===== src/rtl/nihilist_pkg.sv =====
// Shared definitions for the Nihilist stream cipher: keyed Polybius square,
// code width, lookup result type and the letter/code conversion helpers.
package nihilist_pkg;

   localparam int unsigned CODE_W = 8;

   // Row-major 5x5 square; row r / column c (1-based) gives code 10*r + c.
   localparam logic [25*8-1:0] SQUARE = "DANIELBCFGHKMOPQRSTUVWXYZ";

   typedef enum logic {
      MODE_ENC = 1'b0,
      MODE_DEC = 1'b1
   } mode_e;

   typedef struct packed {
      logic              ok;
      logic [CODE_W-1:0] val;
   } lookup_t;

   // Letter stored at linear square position pos (0..24).
   function automatic logic [7:0] square_at(input logic [7:0] pos);
      return SQUARE[{(8'd24 - pos), 3'b000} +: 8];
   endfunction

   // ASCII letter -> Polybius code; lowercase folds to upper, J shares I.
   function automatic lookup_t letter_to_code(input logic [7:0] ch);
      lookup_t    res;
      logic [7:0] c;
      res = '0;
      c   = ch;
      if (c >= 8'h61 && c <= 8'h7A) c = c - 8'h20;
      if (c == 8'h4A) c = 8'h49;
      for (int unsigned i = 0; i < 25; i++) begin
         if (square_at(8'(i)) == c) begin
            res.ok  = 1'b1;
            res.val = CODE_W'((i / 5 + 1) * 10 + (i % 5) + 1);
         end
      end
      return res;
   endfunction

   // Polybius code -> ASCII letter; both decimal digits must be 1..5.
   function automatic lookup_t code_to_letter(input logic [CODE_W-1:0] code);
      lookup_t    res;
      logic [7:0] tens;
      logic [7:0] units;
      res   = '0;
      tens  = code / 8'd10;
      units = code % 8'd10;
      if (tens >= 8'd1 && tens <= 8'd5 && units >= 8'd1 && units <= 8'd5) begin
         res.ok  = 1'b1;
         res.val = square_at((tens - 8'd1) * 8'd5 + units - 8'd1);
      end
      return res;
   endfunction

endpackage


===== src/rtl/nihilist_stream_cipher_polybius.sv =====
// Combinational Polybius lookups: letter -> code always, and code -> letter
// only when NIHILIST_DECRYPT_EN is defined.
module nihilist_polybius
   import nihilist_pkg::*;
(
   input  logic [7:0]        char_in,
   output logic              char_ok,
   output logic [CODE_W-1:0] code_out
`ifdef NIHILIST_DECRYPT_EN
   ,
   input  logic [CODE_W-1:0] code_in,
   output logic              letter_ok,
   output logic [7:0]        letter_out
`endif
);

   lookup_t fwd;

   // Forward lookup of the incoming character.
   always_comb begin
      fwd      = letter_to_code(char_in);
      char_ok  = fwd.ok;
      code_out = fwd.val;
   end

`ifdef NIHILIST_DECRYPT_EN
   lookup_t inv;

   // Inverse lookup of a recovered code.
   always_comb begin
      inv        = code_to_letter(code_in);
      letter_ok  = inv.ok;
      letter_out = inv.val;
   end
`endif

endmodule


===== src/rtl/nihilist_stream_cipher.sv =====
// Nihilist stream cipher: one letter per valid/ready beat, keyed Polybius
// code added to the code of the cyclically repeating runtime key.
// Optional decrypt path guarded by macro NIHILIST_DECRYPT_EN.
module nihilist_stream_cipher
   import nihilist_pkg::*;
#(
   parameter int unsigned P_KEY_MAX = 16,
   parameter int unsigned P_KEY_AW  = $clog2(P_KEY_MAX)
) (
   input  logic                i_w_clk,
   input  logic                i_w_rst_n,
   input  logic                i_w_key_we,
   input  logic [P_KEY_AW-1:0] i_w_key_addr,
   input  logic [7:0]          i_w_key_char,
   input  logic [P_KEY_AW:0]   i_w_key_len,
   input  logic                i_w_mode,
   input  logic                i_w_valid,
   output logic                o_w_ready,
   input  logic                i_w_sof,
   input  logic [7:0]          i_w_data,
   output logic                o_r_valid,
   input  logic                i_w_ready,
   output logic [7:0]          o_r_data,
   output logic                o_r_err
);

   localparam logic [P_KEY_AW:0] KEY_MAX_W = (P_KEY_AW + 1)'(P_KEY_MAX);

   logic [7:0]          key_mem [P_KEY_MAX];
   logic [P_KEY_AW-1:0] key_idx;
   logic [P_KEY_AW:0]   key_len;

   logic                accept;
   logic [P_KEY_AW:0]   len_in;
   logic [P_KEY_AW-1:0] cur_idx;
   logic [P_KEY_AW:0]   cur_len;
   logic [P_KEY_AW:0]   idx_inc;
   logic [P_KEY_AW-1:0] nxt_idx;
   logic [7:0]          key_char;

   logic                text_ok;
   logic [CODE_W-1:0]   text_code;
   logic                key_ok;
   logic [CODE_W-1:0]   key_code;

   logic [7:0]          res_data;
   logic                res_err;
   logic                res_adv;

   assign o_w_ready = !o_r_valid || i_w_ready;
   assign accept    = i_w_valid && o_w_ready;

   // Key length clamp, key slot selection and next index.
   always_comb begin
      if (i_w_key_len == '0)
         len_in = (P_KEY_AW + 1)'(1);
      else if (i_w_key_len > KEY_MAX_W)
         len_in = KEY_MAX_W;
      else
         len_in = i_w_key_len;
      cur_idx  = i_w_sof ? '0 : key_idx;
      cur_len  = i_w_sof ? len_in : key_len;
      key_char = key_mem[cur_idx];
      idx_inc  = {1'b0, cur_idx} + (P_KEY_AW + 1)'(1);
      nxt_idx  = (idx_inc == cur_len) ? '0 : idx_inc[P_KEY_AW-1:0];
   end

`ifdef NIHILIST_DECRYPT_EN
   logic [CODE_W-1:0] diff;
   logic              letter_ok;
   logic [7:0]        letter;
   logic              unused_key_letter_ok;
   logic [7:0]        unused_key_letter;

   assign diff = i_w_data - key_code;

   nihilist_polybius u_text (
      .char_in    (i_w_data),
      .char_ok    (text_ok),
      .code_out   (text_code),
      .code_in    (diff),
      .letter_ok  (letter_ok),
      .letter_out (letter)
   );

   nihilist_polybius u_key (
      .char_in    (key_char),
      .char_ok    (key_ok),
      .code_out   (key_code),
      .code_in    ('0),
      .letter_ok  (unused_key_letter_ok),
      .letter_out (unused_key_letter)
   );
`else
   logic unused_mode;

   assign unused_mode = i_w_mode;

   nihilist_polybius u_text (
      .char_in  (i_w_data),
      .char_ok  (text_ok),
      .code_out (text_code)
   );

   nihilist_polybius u_key (
      .char_in  (key_char),
      .char_ok  (key_ok),
      .code_out (key_code)
   );
`endif

   // Beat result: an invalid text letter holds the key index, a bad key
   // letter (or any decrypt beat) still consumes it.
   always_comb begin
      res_data = '0;
      res_err  = 1'b1;
      res_adv  = 1'b1;
      if (!text_ok) begin
         res_adv = 1'b0;
      end else if (key_ok) begin
         res_data = text_code + key_code;
         res_err  = 1'b0;
      end
`ifdef NIHILIST_DECRYPT_EN
      if (mode_e'(i_w_mode) == MODE_DEC) begin
         res_adv  = 1'b1;
         res_data = '0;
         res_err  = 1'b1;
         if (key_ok && letter_ok) begin
            res_data = letter;
            res_err  = 1'b0;
         end
      end
`endif
   end

   // Output stage and key index/length state.
   always_ff @(posedge i_w_clk) begin
      if (!i_w_rst_n) begin
         o_r_valid <= 1'b0;
         o_r_data  <= '0;
         o_r_err   <= 1'b0;
         key_idx   <= '0;
         key_len   <= (P_KEY_AW + 1)'(1);
      end else if (accept) begin
         o_r_valid <= 1'b1;
         o_r_data  <= res_data;
         o_r_err   <= res_err;
         key_len   <= cur_len;
         key_idx   <= res_adv ? nxt_idx : cur_idx;
      end else if (i_w_ready) begin
         o_r_valid <= 1'b0;
      end
   end

   // Key register file; a same-cycle read sees the previous contents.
   always_ff @(posedge i_w_clk) begin
      if (i_w_key_we && ({1'b0, i_w_key_addr} < KEY_MAX_W))
         key_mem[i_w_key_addr] <= i_w_key_char;
   end

endmodule

===== config.mk =====
export PLATFORM = sky130hd
export DESIGN_NAME = nihilist_stream_cipher
export DESIGN_NICKNAME = d
export VERILOG_FILES = /design/src/rtl/nihilist_pkg.sv /design/src/rtl/nihilist_stream_cipher_polybius.sv /design/src/rtl/nihilist_stream_cipher.sv
export SDC_FILE = /design/constraint.sdc
export NUM_CORES = 1
export LEC_CHECK = 0
export BUFFER_PORTS_ARGS = -buffer_cell sky130_fd_sc_hd__buf_2
export CAP_MARGIN = 30
export CORE_MARGIN = 2
export CORE_UTILIZATION = 61
export CTS_CLUSTER_SIZE = 25
export DETAILED_ROUTE_END_ITERATION = 8
export PLACE_DENSITY_LB_ADDON = 0.3
export SKIP_CTS_REPAIR_TIMING = 1
export SLEW_MARGIN = 0
export SYNTH_ARGS = -nofsm -noshare
export SYNTH_HDL_FRONTEND = slang
export SYNTH_SLANG_ARGS = --single-unit
export TNS_END_PERCENT = 5

===== constraint.sdc =====
create_clock -name i_w_clk -period 5.4 [get_ports i_w_clk]
set_clock_uncertainty 0.1 [all_clocks]
set_input_delay 1.08 -clock i_w_clk [delete_from_list [all_inputs] [get_ports i_w_clk]]
set_output_delay 1.08 -clock i_w_clk [all_outputs]
set_load 0.005 [all_outputs]

==> results of run 1 <==
[through the flow]
step	instance area, um2	utilization [%]	total power, uW	std cells	setup slack (ps)
finish	8095	70.59	2508	763	542.8
global route	8095	70.59	2579	763	255.7
CTS	8088	70.53	2517	762	591.6
detailed placement	7540	65.75	1442	731	168.3
global placement	7522	65.60	1432	728	229.5
floorplan	7222	-	1387	563	757.9
[flip-flops by register name (all words and copies together) (netlist names)]
| name | flops |
|---|---|
| key_idx | 4 |
| key_len | 5 |
| key_mem | 128 |
| o_r_data | 7 |
| o_r_err | 1 |
| o_r_valid | 1 |
[worst min-delay path by stage]
stage / startpoint / cells after the start / slack, ps / endpoint
final: o_r_data[1] / 1 / 380 / o_r_data[1]
after detailed placement: o_r_data[5] / 1 / 360 / o_r_data[5]
after CTS: o_r_data[5] / 1 / 380 / o_r_data[5]
after floorplan: key_len[4] / 2 / 360 / key_len[4]
after global placement: o_r_data[6] / 1 / 360 / o_r_data[6]
after global routing: o_r_data[5] / 1 / 400 / o_r_data[5]
[routing by layer]
metal	part of all wire (%)	up-vias	track usage, %
met1	40	2403	34.60
li1	-	2288	-
met3	8.0	34	6.160
met5	0	-	0
met2	50	233	43.83
met4	2.0	0	9.106
[cell families after synthesis]
logic type / count (synthesis) / synth area share, %
other: 1 / 0.05193
buffers and inverters: 49 / 3.725
muxes: 42 / 7.017
DFF: 146 / 58.21
and+or+nand+nor: 157 / 11.47
AOI/OAI and AO/OA: 145 / 16.08
xor gates and xnor gates: 12 / 1.455
adders and majority gates: 11 / 1.992
[report_power, final]
| part | switching [uW] | internal, uW | leakage, uW |
|---|---|---|---|
| Combinational | 99.5 | 62.2 | 0.00125 |
| Sequential | 9.13 | 1250 | 0.00130 |
| Clock | 491 | 597 | 0.000256 |
[critical path, delay by kind of cell]
kind	cells	cell delay [ps]
AO/OA/AOI/OAI	9	1520
adder cells (fa/ha/maj)	3	800
buffers and inverters	3	370
multiplexers	1	470
AND/OR/NAND/NOR	5	880
[cell type report]
cell class              count  area, um2  share of cell area [%]
well taps                 143      178.9                   2.210
clock buffers              17      425.4                   5.255
clock inverters            14      122.6                   1.515
flip-flops and latches    146       4205                   51.95
multi-input cells         368       2749                   33.96
repair buffers             60      357.8                   4.420
inverters                  15      56.30                  0.6955
[layout by cell type, fill, tap and decap left out, types with 6 or more instances in the layout]
| master | synthesis | final |
|---|---|---|
| xnor2_1 | 7 | 7 |
| nand3_1 | 9 | 9 |
| nor3b_1 | 6 | 6 |
| buf_2 | 12 | 42 |
| and2_1 | 6 | 6 |
| nor2_1 | 35 | 35 |
| nor2b_1 | 19 | 19 |
| dfxtp_1 | 18 | 17 |
| buf_4 | 4 | 16 |
| inv_1 | 15 | 15 |
| mux2i_1 | 27 | 27 |
| mux4_2 | 6 | 6 |
| a22o_1 | 9 | 9 |
| o21ai_0 | 18 | 18 |
| ha_1 | 9 | 9 |
| a21oi_1 | 12 | 12 |
| a31oi_1 | 6 | 6 |
| a21o_1 | 6 | 6 |
| a211oi_1 | 10 | 10 |
| clkbuf_16 | 0 | 17 |
| nor3_1 | 15 | 15 |
| edfxtp_1 | 128 | 128 |
| o22ai_1 | 11 | 11 |
| mux2_2 | 8 | 8 |
| a221oi_1 | 6 | 6 |
| nand2_1 | 28 | 28 |
| nand2b_1 | 16 | 16 |
==> run summary, run 1 <==
For the worst setup path, the data required time is 5670 ps. Setup violations remaining at the end of the flow were counted as 0. The DRC marker count from the first detailed-route iteration was 524. Buffers inserted during clock tree synthesis total 17.

Dividing the synthesized area by the synthesized cell count gives 12.83 um2. After synthesis, the most frequently instantiated cells are edfxtp_1 (128), nor2_1 (35), nand2_1 (28). After floorplanning, the core was divided into 39 placement rows. The level count of the clock H-tree was 4; the largest net degree at the start of global routing was 31.

The netlist area before placement was 7222 um2. Setup slack of the most critical reg-to-reg path: 580 ps. The number of different library cells used by synthesis comes to 78. The number of cells on the worst reg-to-reg path is 19. The initial antenna violation count is 0, and the number of pins exceeding their max-slew limit in the final report is 0. The first-pass iteration count of the detailed router is 5.

The detailed router placed 4958 vias in this run. The power density of the placed cells is 309.8 nW/um2, and the slew at the pin with the worst max-slew slack is 883.0 ps. Using the TritonRoute via totals, the vias-per-cell ratio works out to 6.498. The number of fill cells in the layout is 771, and the total global routing track utilization is 26.42%.

Largest area contributor in the netlist: edfxtp_1. The number of standard cells after synthesis was 563. The worst setup path is captured at a flop. The tools report the highest ir drop seen on vdd as 0.0003576 V. The synthesized design contains 128 enable-type register cells. For the TritonCTS sink count, the log shows 146. Clock latency on the worst-skew pair, taken at its later pin, is 430 ps.

Data arrives at the worst endpoint at 5130 ps. The worst register-to-register path begins at key_idx[0]. On the final layout, the worst hold slack is 375.9 ps.

Reg-to-reg endpoint: o_r_data[6]. In the synthesized netlist the dominant register cell turns out to be edfxtp_1. The most critical setup path has its endpoint at o_r_data[6].

The async set-or-reset flop fraction in the synthesized netlist came out at 0%. The total number of yosys warnings is 0. Setup repair after global routing left no endpoint under its margin.

The routed length per placed instance works out to 20.90 um. In this design, the stage delay of the slowest critical-path cell is 470 ps. The flow ran to the end, and the final reports show no timing, DRC or antenna violations. The minimum period implied by the final worst setup slack came out at 4857 ps.

The clock slew seen by the registers of the worst setup and hold paths is 60 ps. In this run the worst path has a maximum fanout of 14. The fraction of final layout cells with drive strength greater than 1 was 20.81%. Headroom to the max-slew limit came out at 40.91%.

The total die area was 12730 um2; the count of nets left with antenna violations after detail routing was 0. For the global placement routability congestion, the log shows 0.8966. The largest individual stage delay along the critical path comes from the cell mux4_2. The tools report the first element of the critical path as i_w_sof. Class of the tightest hold or removal check: flop to flop.

Max-cap violations in this run came to 0. The core region is 11470 um2. The area growth from synthesis to layout came out at 12.09%.

By instance count, the leading cell after synthesis is edfxtp_1. The first-pass GRT wire length was 25.34 mm; the width of the die was 112.8 um. The type of element launching the critical path is an input port. The signal on the critical path passes through buf_2 > or2_2 > mux4_2 > a221oi_1 > a31oi_1 > inv_1 > ha_1 > nor2_1 > o2111ai_1 > a31oi_1 > and2_1 > a22o_1 > ha_1 > inv_1 > fa_1 > nor2b_1 > o21ai_0 > nand2b_1 > a21o_1 > a21o_1 > a22o_1.

In the final timing run, aggregate negative setup slack is 0 ps. In the post-synthesis netlist, the biggest area contributors are edfxtp_1 (53%), dfxtp_1 (5.0%), mux2i_1 (3.7%). The number of synthesized register bits was 146; the fmax was 205.9 MHz. The repair_antennas step left the layout with diodes totalling 0. TritonCTS built the clock tree. The tools report the residual DRC count as 0. Summed over all layers, the global routing overflow is 0. The vertical die dimension was 112.8 um.

Root buffer selected by CTS: clkbuf_16. The start-to-end type of the worst setup path was input port to flop. The I/O pin count is 43, and the ratio of final minimum period to clock period is 89.95%. Summed over all nets, the half-perimeter wirelength after detailed placement is 10.85 mm. The number of port buffers works out to 40. The clock passes through at most 2 buffers.

The via count of the first global-routing pass came out at 4773. The number of nets in the synthesized netlist is 605. The sum of routed wire length over all layers was 15.95 mm; the static leakage was 0.002809 uW. For this configuration, the core starts out at a cell density of 62.98%. Area share of the largest cell type after synthesis: 53.22%.

Sequential cells were found to cover 58.21% of the synthesized design area. At the end of the flow, the number of nets in the layout was 650. The final count of hold timing violations was 0.
(Power assumes the default switching activity.)
==> run 2, diff against run 1 <==
--- a/config.mk
+++ b/config.mk
@@ -11,10 +11,11 @@
 export CORE_UTILIZATION = 61
 export CTS_CLUSTER_SIZE = 25
 export DETAILED_ROUTE_END_ITERATION = 8
-export PLACE_DENSITY_LB_ADDON = 0.3
+export GPL_ROUTABILITY_DRIVEN = 0
+export PLACE_DENSITY_LB_ADDON = 0.15
 export SKIP_CTS_REPAIR_TIMING = 1
 export SLEW_MARGIN = 0
 export SYNTH_ARGS = -nofsm -noshare
 export SYNTH_HDL_FRONTEND = slang
 export SYNTH_SLANG_ARGS = --single-unit
-export TNS_END_PERCENT = 5
+export TNS_END_PERCENT = 100
==> run 2 against run 1 <==
  * Via count decreased by 0.56%
  * Wire length increased by 4.1%
  * Utilization increased by 0.29 points
  * Count of clock-buffer cells in the layout unchanged
  * First-iteration DRC count increased by 22%
  * Critical endpoint unchanged
  * Largest cell class unchanged
  * Largest power group unchanged
==> run summary, run 2 (same netlist as run 1, synthesis figures left out) <==
For the sum of routed wire length over all layers, the log shows 16.61 mm (was 15.95 mm). For the largest net degree at the start of global routing, the log shows 40 (was 31). The via count of the first global-routing pass is 4888 (was 4773).

The I/O pin count is 43 (unchanged), and the setup slack at placement is -18.47 ps (was 168.3 ps). The first-pass GRT wire length was 26.01 mm (was 25.34 mm); the number of max-cap violations was 0 (unchanged). The tools report the TritonCTS sink count as 146 (unchanged). The power density of the placed cells is 311.9 nW/um2 (was 309.8 nW/um2), and the TritonCTS buffer count is 17 (unchanged). The logs give 4 (unchanged) for the level count of the clock H-tree and 0 (unchanged) for the count of nets left with antenna violations after detail routing. The run gives 651 (was 650) as the count of nets after finishing. The clock slew seen by the registers of the worst setup and hold paths was 60 ps (about the same); the antenna diode count was 0 (unchanged).

The initial antenna violation count is 0 (unchanged). The slowest library cell on the worst path was mux4_2 (unchanged). For the met1 layer usage reported by global route, the log shows 35.12% (was 34.60%).

The filler-free cell count of the finished design is 765 (was 763), and the detailed placement HPWL is 11.07 mm (was 10.85 mm). The logs give 39 (unchanged) for the number of placement rows and 0.002832 uW (was 0.002809 uW) for the static leakage. The area growth from synthesis to layout was 12.56% (was 12.09%). Start-to-end type of the worst setup path: input port to flop (unchanged). Number of buffers between clock root and the deepest sink: 2 (unchanged). The tools report the final standard cell utilization of the core as 70.89% (was 70.59%). For the core outline area, the log shows 11470 um2 (unchanged). Critical-path cell list: buf_2 > or2_2 > mux4_2 > a221oi_1 > a31oi_1 > inv_1 > ha_1 > nor2_1 > o2111ai_1 > a31oi_1 > and2_1 > a22o_1 > ha_1 > inv_1 > fa_1 > nor2b_1 > o21ai_0 > nand2b_1 > a21o_1 > a21o_1 > a22o_1 (unchanged).

Leading cell types in the layout, fill and taps excluded: edfxtp_1 (128), buf_2 (40), nor2_1 (35) (was edfxtp_1 (128), buf_2 (42), nor2_1 (35)). The root buffer selected by CTS was clkbuf_16 (unchanged). The width of the die is 112.8 um (unchanged).

The logs give 0.0003006 V (was 0.0003576 V) for the highest ir drop seen on vdd and 27.47% (was 26.42%) for the total global routing track utilization. The minimum period implied by the final worst setup slack is 5104 ps (was 4857 ps), and the setup violation total in the final timing report is 0 (unchanged). Cell count after placement: 733 (was 731).

The number of pins exceeding their max-slew limit in the final report came out at 0 (unchanged). Setup repair after global routing left no endpoint under its margin. The critical path endpoint category is a flop (unchanged).

The fmax is 195.9 MHz (was 205.9 MHz). Fraction of final layout cells with drive strength greater than 1: 20.58% (was 20.81%). The overall via count from detail_route was 4930 (was 4958); the maximum net fanout on the critical path was 14 (unchanged). The tools report the overall power after layout as 2535 uW (was 2508 uW). For the DRC marker count from the first detailed-route iteration, the log shows 637 (was 524). Largest registers: key_mem: 128 flops, o_r_data: 7 flops, key_len: 5 flops (unchanged).

The number of vias per cell is 6.444 (was 6.498). The tools report the final worst slack as 296.1 ps (was 542.8 ps). Stage delay of the slowest cell on the critical path: 490 ps (was 470 ps). The worst endpoint required time is 5680 ps (was 5670 ps), and the normalized max-slew margin is 37.60% (was 40.91%).

The total die area is 12730 um2 (unchanged). Vertical die dimension: 112.8 um (unchanged). TritonCTS built the clock tree.

The slew at the pin with the worst max-slew slack is 932.5 ps (was 883.0 ps). The most used routing layer in global routing was met2 (unchanged). Type of element launching the critical path: an input port (unchanged). The clock latency of the later-clocked register in the worst-skew pair was 430 ps (about the same); the ratio of final minimum period to clock period was 94.52% (was 89.95%). The routing usage on met3 is 5.731% (was 6.160%), and the met2 usage is 46.63% (was 43.83%).

The final count of hold timing violations was 0 (unchanged); the overflow left after global routing was 0 (unchanged). The first-pass iteration count of the detailed router is 5 (unchanged). The flow ran to the end, and the final reports show no timing, DRC or antenna violations.

For the arrival time reported for the critical path endpoint, the log shows 5380 ps (was 5130 ps). The routed length per placed instance was 21.71 um (was 20.90 um). Initial cell density of the core: 62.98% (unchanged). The most common cell after layout, fill and taps aside was edfxtp_1 (unchanged).

Class of the tightest hold or removal check: flop to flop (unchanged). The number of port buffers is 40 (unchanged). The flip-flop count of the largest register after layout is 128 (unchanged). The tools report the residual DRC count as 0 (unchanged). Register with the most flip-flops: key_mem (unchanged).
-- run 2: layout make-up --
type / count / area [um2]
Fill cell: 765 / 3338
Timing Repair Buffer: 61 / 382.9
Sequential cell: 146 / 4205
Clock buffer: 17 / 425.4
Multi-Input combinational cell: 368 / 2749
Inverter: 15 / 56.30
Tap cell: 143 / 178.9
Clock inverter: 15 / 131.4
-- run 2: final timing paths --
path / startpoint / endpoint / slack, ps / cells after the start
worst max-delay path: i_w_sof / o_r_data[6] / 300 / 21
worst min-delay path: o_r_data[2] / o_r_data[2] / 370 / 1
worst max register to register: key_idx[1] / o_r_data[6] / 440 / 19
worst min register to register: o_r_data[2] / o_r_data[2] / 370 / 1
-- run 2: per-stage QoR --
stage,hold slack (ps),TNS (ps),cell area [um2]
detailed placement,357.9,-18.47,7572
global route,385.5,0,8129
floorplan,356.1,0,7222
global placement,361.6,0,7565
CTS,376.6,0,8129
finish,371.3,0,8129
-- run 2: critical path: cells and delay by family --
| kind | cells | cell delay [ps] |
|---|---|---|
| AOI/OAI and AO/OA | 9 | 1700 |
| and+or+nand+nor | 5 | 950 |
| adders and majority gates | 3 | 800 |
| muxes | 1 | 490 |
| buffers and inverters | 3 | 360 |
-- run 2: layer usage --
layer,part of all wire [%],vias up
met3,5.6,32
met4,2.1,0
met5,0,-
met2,51,169
met1,41,2437
li1,-,2292
-- run 2: where the power goes --
| part | switching [uW] | total (uW) | internal (uW) |
|---|---|---|---|
| Combinational | 103 | 166 | 63.4 |
| Clock | 476 | 1110 | 636 |
| Sequential | 7.92 | 1260 | 1250 |
==> run 3, diff against run 2 <==
--- a/config.mk
+++ b/config.mk
@@ -17,5 +17,6 @@
 export SLEW_MARGIN = 0
 export SYNTH_ARGS = -nofsm -noshare
 export SYNTH_HDL_FRONTEND = slang
+export SYNTH_HIERARCHICAL = 1
 export SYNTH_SLANG_ARGS = --single-unit
 export TNS_END_PERCENT = 100
==> run 3 against run 2 <==
  * Clock power is 11% higher
  * Die area hardly changed
  * Worst setup slack better by 370 ps
  * Global-route usage is 2.3 points lower
  * Largest cell class unchanged
  * Largest power group unchanged
==> run summary, run 3 <==
The start-to-end type of the worst setup path is input port to flop (unchanged). Setup slack of the most critical reg-to-reg path: 770 ps (was 440 ps). Critical-path cell list: buf_2 > nor2b_1 > buf_4 > a22oi_1 > o221ai_1 > o21ai_0 > o21ai_1 > inv_2 > ha_1 > or4_1 > o32a_2 > a31oi_1 > ha_1 > fa_1 > a21o_1 > a21o_1 > a21oi_1 > or4b_1 > nand3_1 (was buf_2 > or2_2 > mux4_2 > a221oi_1 > a31oi_1 > inv_1 > ha_1 > nor2_1 > o2111ai_1 > a31oi_1 > and2_1 > a22o_1 > ha_1 > inv_1 > fa_1 > nor2b_1 > o21ai_0 > nand2b_1 > a21o_1 > a21o_1 > a22o_1). The run gives 420 ps (was 430 ps) as the clock latency of the later-clocked register in the worst-skew pair. The tools report the largest net degree at the start of global routing as 30 (was 40). The class of the tightest hold or removal check is flop to flop (unchanged). Area share of the largest cell type after synthesis: 53.19% (was 53.22%). The maximum net fanout on the critical path works out to 8 (was 14). The post-synthesis compound-gate area fraction was 17.50% (was 16.08%).

The minimum period implied by the final worst setup slack was 4732 ps (was 5104 ps); the vertical die dimension was 112.8 um (about the same). For the minimum hold slack, the log shows 377.7 ps (was 371.3 ps). Type of element launching the critical path: an input port (unchanged). The via count of the first global-routing pass is 4949 (was 4888), and the sequential area share after synthesis is 58.45% (was 58.21%). The number of standard cells after synthesis was 596 (was 563); the initial antenna violation count was 0 (unchanged). The tools report the highest ir drop seen on vdd as 0.0002806 V (was 0.0003006 V).

For the number of placement rows, the log shows 39 (unchanged). The xor and xnor area share after synthesis was 1.333% (was 1.455%). The sequential share of power is 47.1% (was 49.6%).

The fraction of the mapped netlist area in adder cells was 2.008% (was 1.992%). TritonCTS built the clock tree. The run gives 2 (unchanged) as the number of buffers between clock root and the deepest sink. Largest registers: key_mem: 128 flops, o_r_data: 8 flops, key_len: 5 flops (was key_mem: 128 flops, o_r_data: 7 flops, key_len: 5 flops).

The final count of hold timing violations was 0 (unchanged); the total number of yosys warnings was 6 (was 0). The design internal power came out at 2135 uW (was 1949 uW). The normalized max-slew margin was 42.53% (was 37.60%); the number of synthesized register bits was 147 (was 146).

The antenna diode count is 0 (unchanged), and the initial cell density of the core is 63.02% (was 62.98%). The slew at the pin with the worst max-slew slack is 858.9 ps (was 932.5 ps), and the residual DRC count is 0 (unchanged). The TritonCTS sink count came out at 147 (was 146). The first-pass GRT wire length is 24.67 mm (was 26.01 mm). The ratio of final minimum period to clock period was 87.62% (was 94.52%). For the cell count after placement, the log shows 762 (was 733). The arrival time reported for the critical path endpoint was 4990 ps (was 5380 ps); the routed length per placed instance was 19.21 um (was 21.71 um).

The largest area contributor in the netlist was edfxtp_1 (unchanged). The net switching share of the total power was 20.50% (was 23.12%). Setup repair after global routing left no endpoint under its margin. The width of the die was 112.8 um (about the same); the combined buffer and inverter count along the critical path was 3 (unchanged).

The run gives 681 (was 651) as the count of nets after finishing. The run gives 791 (was 765) as the filler-free cell count of the finished design. For the overall power after layout, the log shows 2686 uW (was 2535 uW).

The slowest library cell on the worst path was or4b_1 (was mux4_2). The tools report the I/O pin count as 43 (unchanged). Most common cell after layout, fill and taps aside: edfxtp_1 (unchanged).

For the final worst slack, the log shows 668.4 ps (was 296.1 ps). The root buffer selected by CTS was clkbuf_16 (unchanged). The logs give 0 ps (unchanged) for the setup TNS and 7.0% (was 6.5%) for the combinational share of power. The sum of routed wire length over all layers is 15.20 mm (was 16.61 mm). The tools report the critical path endpoint category as a flop (unchanged). The first-pass iteration count of the detailed router is 5 (unchanged), and the level count of the clock H-tree is 4 (unchanged). The routing usage on met3 was 6.160% (was 5.731%). The dominant combinational cell family by area after synthesis is compound AO/OA/AOI/OAI gates (unchanged). Biggest area contributors in the synthesized netlist: edfxtp_1 (53%), mux2i_1 (5.4%), dfxtp_1 (5.3%) (was edfxtp_1 (53%), dfxtp_1 (5.0%), mux2i_1 (3.7%)). The share of power burned in the clock network is 45.8% (was 43.8%), and the clock slew seen by the registers of the worst setup and hold paths is 60 ps (about the same). The flip-flop cell with the highest count after synthesis was edfxtp_1 (unchanged).

The tools report the detailed placement HPWL as 10.17 mm (was 11.07 mm). The netlist area before placement was 7227 um2 (was 7222 um2); the number of max-cap violations was 0 (unchanged). Leading post-synthesis cells by instance count: edfxtp_1 (128), a21oi_1 (48), mux2i_1 (39) (was edfxtp_1 (128), nor2_1 (35), nand2_1 (28)). For the TritonCTS buffer count, the log shows 17 (unchanged). The area growth from synthesis to layout came out at 13.21% (was 12.56%).

The gate family responsible for the most delay along the worst path was compound AO/OA/AOI/OAI gates (unchanged). The worst endpoint required time is 5660 ps (was 5680 ps), and the number of flops mapped to enable cells by yosys is 128 (unchanged). The met2 usage is 40.44% (was 46.63%), and the total die area is 12730 um2 (about the same). Setup slack at placement: 266.3 ps (was -18.47 ps).

The reported net switching power came out at 550.8 uW (was 586.2 uW). The stage delay of the slowest cell on the critical path was 480 ps (was 490 ps); the power density of the placed cells was 328.3 nW/um2 (was 311.9 nW/um2). The core outline area was 11470 um2 (unchanged).

The met1 layer usage reported by global route was 33.74% (was 35.12%). The total global routing track utilization was 25.14% (was 27.47%). Number of port buffers: 41 (was 40). The average cell area after synthesis is 12.13 um2 (was 12.83 um2).

The synthesized-area fraction occupied by and/or/nand/nor cells was 10.16% (was 11.47%). The setup violation total in the final timing report was 0 (unchanged); the async set-or-reset flop fraction in the synthesized netlist was 0% (unchanged). The distinct cell type count of the synthesized netlist was 61 (was 78).

For the fmax, the log shows 211.3 MHz (was 195.9 MHz). The fraction of final layout cells with drive strength greater than 1 was 18.83% (was 20.58%). For the DRC marker count from the first detailed-route iteration, the log shows 539 (was 637).

The flow ran to the end, and the final reports show no timing, DRC or antenna violations. The flip-flop count of the largest register after layout is 128 (unchanged). Leading cell type by number of instances after synthesis: edfxtp_1 (unchanged).

For the overflow left after global routing, the log shows 0 (unchanged). Leading cell types in the layout, fill and taps excluded: edfxtp_1 (128), a21oi_1 (48), buf_2 (42) (was edfxtp_1 (128), buf_2 (40), nor2_1 (35)). The most used routing layer in global routing is met2 (unchanged). The run gives 0.002859 uW (was 0.002832 uW) as the static leakage. The register with the most flip-flops is key_mem (unchanged). The overall via count from detail_route is 5059 (was 4930), and the fraction of synthesized area in multiplexers is 6.648% (was 7.017%). For the number of pins exceeding their max-slew limit in the final report, the log shows 0 (unchanged). The count of nets left with antenna violations after detail routing is 0 (unchanged), and the number of vias per cell is 6.396 (was 6.444).
## run 3: cell count changes in the layout (fill, tap and decap cells not counted), sizes merged, moves of 6 or more
cell,previous run,this run
a22o,9,1
o21ai,18,32
a21oi,13,48
o221ai,4,10
nor2,37,30
a211oi,12,4
a22oi,5,21
mux2i,27,39
mux4,6,0
o211ai,2,14
o22ai,11,0
inv,20,12
a221oi,8,16
## run 3: worst register-to-register path, cell delays in order, from the launching register on
cell and delay (ps):
dfxtp_2 730, buf_4 350, mux2i_1 270, a21oi_1 110, o21ai_0 280, o21ai_1 110
inv_2 90, ha_1 240, or4_1 470, o32a_2 260, a31oi_1 200, ha_1 240
fa_1 220, a21o_1 120, a21o_1 140, a21oi_1 80, or4b_1 480, nand3_1 80
## run 3: path summary, 6_finish.rpt
check                                 start          end  cells after the start
worst min register to register  o_r_data[5]  o_r_data[5]                      2
worst max register to register   key_idx[1]  o_r_data[6]                     17
worst min-delay path            o_r_data[5]  o_r_data[5]                      2
worst max-delay path                i_w_sof  o_r_data[6]                     19
## run 3: routing by layer
| metal | vias up | routed length (um) |
|---|---|---|
| li1 | 2397 | - |
| met1 | 2442 | 6533 |
| met2 | 193 | 7318 |
| met3 | 27 | 1009 |
| met4 | 0 | 335 |
| met5 | - | 0 |
## run 3: layout make-up
| cell class | count | area [um2] |
|---|---|---|
| Clock buffer | 18 | 429.2 |
| Fill cell | 790 | 3286 |
| Clock inverter | 11 | 186.4 |
| Multi-Input combinational cell | 396 | 2736 |
| Timing Repair Buffer | 65 | 382.9 |
| Inverter | 11 | 41.29 |
| Sequential cell | 147 | 4227 |
| Tap cell | 143 | 178.9 |
## run 3: per-stage QoR
step / area [um2] / util [%]
floorplan: 7234 / -
global placement: 7553 / 65.87
detailed placement: 7566 / 65.98
CTS: 8182 / 71.35
global route: 8182 / 71.35
finish: 8182 / 71.35
## run 3: logic make-up (layout without fill, tap and decap cells)
logic type | after synthesis | after routing
compound gates | 185 | 185
flops | 147 | 147
simple gates | 138 | 138
buf+inv | 55 | 105
mux | 47 | 47
fa+ha+maj | 11 | 11
xor+xnor | 11 | 11
other cells | 2 | 4
## run 3: power by group through the flow
| stage | Clock (uW) | Combinational (uW) | Sequential, uW |
|---|---|---|---|
| 2_1_floorplan | 0 | 126 | 1290 |
| 3_3_place_gp | 0 | 178 | 1290 |
| 3_5_place_dp | 0 | 185 | 1290 |
| 4_1_cts | 1240 | 186 | 1270 |
| 5_1_grt | 1290 | 209 | 1270 |
| 6_report | 1230 | 188 | 1270 |
